**config.mk**
```make
export PLATFORM = sky130hd
export DESIGN_NAME = pipeline_hazard_ctrl
export DESIGN_NICKNAME = d
export VERILOG_FILES = /design/src/rtl/pipe_ctrl_pkg.sv /design/src/rtl/hazard_detect.sv /design/src/rtl/pipeline_hazard_ctrl.sv
export SDC_FILE = /design/constraint.sdc
export NUM_CORES = 1
export LEC_CHECK = 0
export BUFFER_PORTS_ARGS = -buffer_cell sky130_fd_sc_hd__buf_2
export CORE_AREA = 2 2 39 41
export DETAILED_ROUTE_END_ITERATION = 7
export DIE_AREA = 0 0 41 43
export GPL_TIMING_DRIVEN = 0
export PLACE_DENSITY = 0.85
export SLEW_MARGIN = 5
export SYNTH_ARGS = -nofsm -noshare
export SYNTH_HDL_FRONTEND = slang
export SYNTH_SLANG_ARGS = --single-unit
```
**constraint.sdc**
```tcl
create_clock -name clk_i -period 4.5 [get_ports clk_i]
set_clock_uncertainty 0.15 [all_clocks]
set_input_delay 0.675 -clock clk_i [delete_from_list [all_inputs] [get_ports clk_i]]
set_output_delay 0.675 -clock clk_i [all_outputs]
set_load 0.05 [all_outputs]
```
**src/rtl/pipe_ctrl_pkg.sv**
```systemverilog
// Shared types and limits for the pipeline stall/flush sequencer.
// The multiply FSM counts EX occupancy in a CNT_W-bit counter.
package pipe_ctrl_pkg;

  localparam int CNT_W       = 4;
  localparam int MUL_LAT_MAX = 15;

  typedef enum logic [1:0] {
    RUN      = 2'd0,
    MUL_WAIT = 2'd1,
    MUL_DONE = 2'd2
  } mul_state_e;

endpackage

```
**src/rtl/hazard_detect.sv**
```systemverilog
// Load-use comparator: flags an ID instruction that reads the destination of a load in EX.
// Purely combinational; x0 never creates a hazard.
module hazard_detect (
  input  logic [4:0] id_rs1,
  input  logic [4:0] id_rs2,
  input  logic       id_use_rs1,
  input  logic       id_use_rs2,
  input  logic [4:0] ex_rd,
  input  logic       ex_mem_read,
  output logic       hazard
);

  logic rs1_hit;
  logic rs2_hit;

  assign rs1_hit = id_use_rs1 && (id_rs1 == ex_rd);
  assign rs2_hit = id_use_rs2 && (id_rs2 == ex_rd);
  assign hazard  = ex_mem_read && (ex_rd != 5'd0) && (rs1_hit || rs2_hit);

endmodule

```
**src/rtl/pipeline_hazard_ctrl.sv**
```systemverilog
// Stall/flush sequencer merging bus waits, multiply occupancy, load-use bubbles and EX redirects.
// Outputs are combinational (zero latency); HAZ_PERF_EN adds stall/bubble/flush event counters.
module pipeline_hazard_ctrl
  import pipe_ctrl_pkg::*;
#(
  parameter int MUL_LAT = 3
) (
  input  logic       clk_i,
  input  logic       rst_i,
  input  logic       axi_im_busy_i,
  input  logic       axi_dm_busy_i,
  input  logic [4:0] id_rs1_i,
  input  logic [4:0] id_rs2_i,
  input  logic       id_use_rs1_i,
  input  logic       id_use_rs2_i,
  input  logic [4:0] ex_rd_i,
  input  logic       ex_mem_read_i,
  input  logic       ex_mul_i,
  input  logic       ex_redirect_i,
  output logic       stall_axi_im_o,
  output logic       stall_axi_dm_o,
  output logic       stall_o,
  output logic       id_flush_o,
  output logic       ex_flush_o,
  output logic       mul_busy_o
`ifdef HAZ_PERF_EN
  ,
  output logic [31:0] stall_cycles_o,
  output logic [31:0] bubble_cnt_o,
  output logic [31:0] flush_cnt_o
`endif
);

  localparam logic [CNT_W-1:0] CNT_LAST  = CNT_W'(MUL_LAT - 1);
  localparam bit               MUL_MULTI = (MUL_LAT > 1);

  mul_state_e       state, state_nx;
  logic [CNT_W-1:0] cnt, cnt_nx;
  logic             flush_pend;
  logic             mul_freeze;
  logic             bus_freeze;
  logic             freeze;
  logic             flush_req;
  logic             flush;
  logic             hazard;

  hazard_detect u_hazard_detect (
    .id_rs1      (id_rs1_i),
    .id_rs2      (id_rs2_i),
    .id_use_rs1  (id_use_rs1_i),
    .id_use_rs2  (id_use_rs2_i),
    .ex_rd       (ex_rd_i),
    .ex_mem_read (ex_mem_read_i),
    .hazard      (hazard)
  );

  assign bus_freeze = axi_im_busy_i || axi_dm_busy_i;

  // MUL_DONE parks a finished multiply until the bus releases, so it cannot retrigger.
  always_comb begin
    state_nx   = state;
    cnt_nx     = cnt;
    mul_freeze = 1'b0;
    case (state)
      RUN: begin
        if (ex_mul_i && MUL_MULTI) begin
          mul_freeze = 1'b1;
          cnt_nx     = CNT_W'(1);
          state_nx   = MUL_WAIT;
        end
      end
      MUL_WAIT: begin
        if (cnt != CNT_LAST) begin
          mul_freeze = 1'b1;
          cnt_nx     = cnt + 1'b1;
        end else begin
          state_nx = bus_freeze ? MUL_DONE : RUN;
        end
      end
      MUL_DONE: begin
        if (!bus_freeze) state_nx = RUN;
      end
      default: state_nx = RUN;
    endcase
  end

  assign freeze    = bus_freeze || mul_freeze;
  assign flush_req = ex_redirect_i || flush_pend;
  assign flush     = !rst_i && !freeze && flush_req;

  assign stall_axi_im_o = !rst_i && (axi_im_busy_i || mul_freeze);
  assign stall_axi_dm_o = !rst_i && axi_dm_busy_i;
  assign id_flush_o     = flush;
  assign ex_flush_o     = flush;
  assign stall_o        = !rst_i && !freeze && !flush_req && hazard;
  assign mul_busy_o     = !rst_i && (state != RUN);

  always_ff @(posedge clk_i) begin
    if (rst_i) begin
      state      <= RUN;
      cnt        <= '0;
      flush_pend <= 1'b0;
    end else begin
      state <= state_nx;
      cnt   <= cnt_nx;
      if (freeze) begin
        if (ex_redirect_i) flush_pend <= 1'b1;
      end else begin
        flush_pend <= 1'b0;
      end
    end
  end

`ifdef HAZ_PERF_EN
  always_ff @(posedge clk_i) begin
    if (rst_i) begin
      stall_cycles_o <= '0;
      bubble_cnt_o   <= '0;
      flush_cnt_o    <= '0;
    end else begin
      if (freeze)  stall_cycles_o <= stall_cycles_o + 32'd1;
      if (stall_o) bubble_cnt_o   <= bubble_cnt_o + 32'd1;
      if (flush)   flush_cnt_o    <= flush_cnt_o + 32'd1;
    end
  end
`endif

endmodule

```
==> impl_metrics.toml <==
[timing]
grt_setup_unrepaired = "no"
fin_crit_ps = 2790
fin_tns_setup_ps = 0
timing.fmax_mhz = 358
finalHoldViolCount = 0
setup_viol = 0
max_slew.worst_pin.slew_ps = 425
report.final.slew_viol_count = 0
slew_headroom_pct = 71.6
min_period_over_period_pct = 62.0

[yosys]
ys_top_cells_by_area = "dfxtp_1 27%, xor2_1 13%, nor2_1 5.0%, ha_1 4.8%, a21oi_1 3.8%"
synthMostInstantiatedCell = "xor2_1"
seq_area_frac_synth_pct = 26.8
synth_edf_count = 0
syn_area_per_cell_um2 = 8.17
async_flop_share_pct = 0
synth_area_leader_cell = "dfxtp_1"
ys_seq_elements = 7
netlist_instances = 64
synth.distinct_cells = 28
yosysTopAreaCellShare_pct = 26.8
synth_nets = 90
ys.flop_type = "dfxtp_1"
syn-cell-area_um2 = 523
ys_top_cells_by_count = "8 x xor2_1, 7 x dfxtp_1, 7 x nor2_1, 4 x a21oi_1, 4 x inv_1"
synth_warnings = 0

[placement]
place_hpwl_mm = 1.01
dp_cells = 108
gp_congestion = 0.663
port_buffers = 28
post_dp_cell_area_um2 = 683

[routing]
vias = 577
first_pass_iters = 2
ant_nets = 0
drt-wirelength-per-cell_um = 10.6
drc = 0
drt_iter0_drc = 6
drt-total-wl_mm = 1.19
avgViaCountPerCell = 5.15

[floorplan]
coreArea_mm2 = 0.00138
io-pin-count = 30
die_w_um = 41
die_h_um = 43
start_util_pct = 37.8
row_count = 14
dieArea_mm2 = 0.00176

[flow_run]
drv_cap = 0

[critical_path]
critPathArrivalTime_ps = 1960
critPathKind = "reg -> out"
crit_fanout = 7
worstSetupStartpointType = "flip-flop"
crit_path_end_kind = "primary output"
crit_required_ps = 3670

[clock_network]
path_clk_slew_ps = 50
holdBufCountCts = 0
cts_tree = "built"
clk_root_buffer_cell = "clkbuf_4"
post_cts_resized = 0
cts.sinks = 7
postCtsSetupRepairBufs = 0
clock_path_buffers = 2
htreeDepth = 1
cts_buffers = 3
clk_latency_ps = 250

[grt]
use_met3_pct = 4.71
use_met1_pct = 15.7
grt_max_degree = 11
grt.busiest_layer = "met2"
overflow = 0
antenna_found_initial = 0
grt_pass1_wl_mm = 2.10
grt_pass1_vias = 585
met2_usage_pct = 33.1
grt_use_total_pct = 16.8

[finish]
final_area_um2 = 709
instances_no_fill = 112
nets = 123
antenna_cells = 0
fillers = 128
area_delta_synth_final_pct = 35.6
drive_gt1_share_pct = 37.5

[pwr]
power-per-cell-area_mw_per_mm2 = 247
leakage_nw = 0.334
ir_drop_mv = 0.109

[status]
status = "complete, no violations"

[hold_path]
hold_path.class = "reg -> reg"
-- worst max-delay path, cell delays in order (launching register included) --
cell	delay (ps)
dfxtp_1	340
inv_1	90
ha_1	130
nor3b_2	280
a21o_1	270
nand2_1	90
nor2_1	140
buf_4	120
buf_2	240
-- where the power goes --
group	internal (mW)	switching (mW)	leakage [nW]
registers	0.0654	0.00395	0.0575
logic	0.0210	0.0266	0.262
clock network	0.0339	0.0242	0.0150
total	0.120	0.0548	0.334
-- state kept, by name, indices dropped and copies added (netlist names) --
| signal | cells |
|---|---|
| cnt | 4 |
| flush_pend | 1 |
| state | 2 |
-- cells by family after synthesis --
kind of cell | count (synthesis) | share of synthesized area (%)
buf+inv | 6 | 5.02
fa+ha+maj | 2 | 4.78
xor+xnor | 10 | 16.7
mux | 1 | 2.15
flops | 7 | 26.8
simple gates | 23 | 25.4
compound gates | 15 | 19.1
-- layout by cell type (no fill, tap or decap), drive strengths merged, types with 3 or more instances in the layout --
master	instances
inv	4
a21oi	4
nand3	3
dfxtp	7
buf	29
o21ai	3
nor2	7
clkbuf	5
xor2	8
-- routing by layer --
metal,vias up,wire length (µm)
met4,0,0
met1,261,445
met5,-,0
met3,0,92
met2,25,651
li1,291,-
-- path summary, 6_finish.rpt --
kind               start         end  slack (ps)  cells after the start
hold / removal    cnt[3]      cnt[3]         350                      2
setup / recovery  cnt[0]  id_flush_o        1710                      8
setup reg to reg  cnt[0]      cnt[3]        2710                      6
hold reg to reg   cnt[3]      cnt[3]         350                      2
-- through the flow --
step	hold WS (ps)	util, %	power (mW)	worst slack [ps]
after global placement	332	49.4	0.116	1790
after CTS	350	51.3	0.178	1670
final	349	51.3	0.175	1710
after detailed placement	342	49.4	0.119	1730
after global routing	387	51.3	0.184	1490
after floorplan	319	-	0.0993	1290
-- cell type report --
class                      count  area [µm²]  area share, %
sequential                     7         140           19.8
multi-input combinational     51         357           50.3
clock buffer                   4        26.3           3.70
inverter                       4        15.0           2.12
buffer                         2        11.3           1.59
tap                           16        20.0           2.82
timing repair buffer          28         140           19.8
No activity file was read; power rests on OpenSTA's default activity.
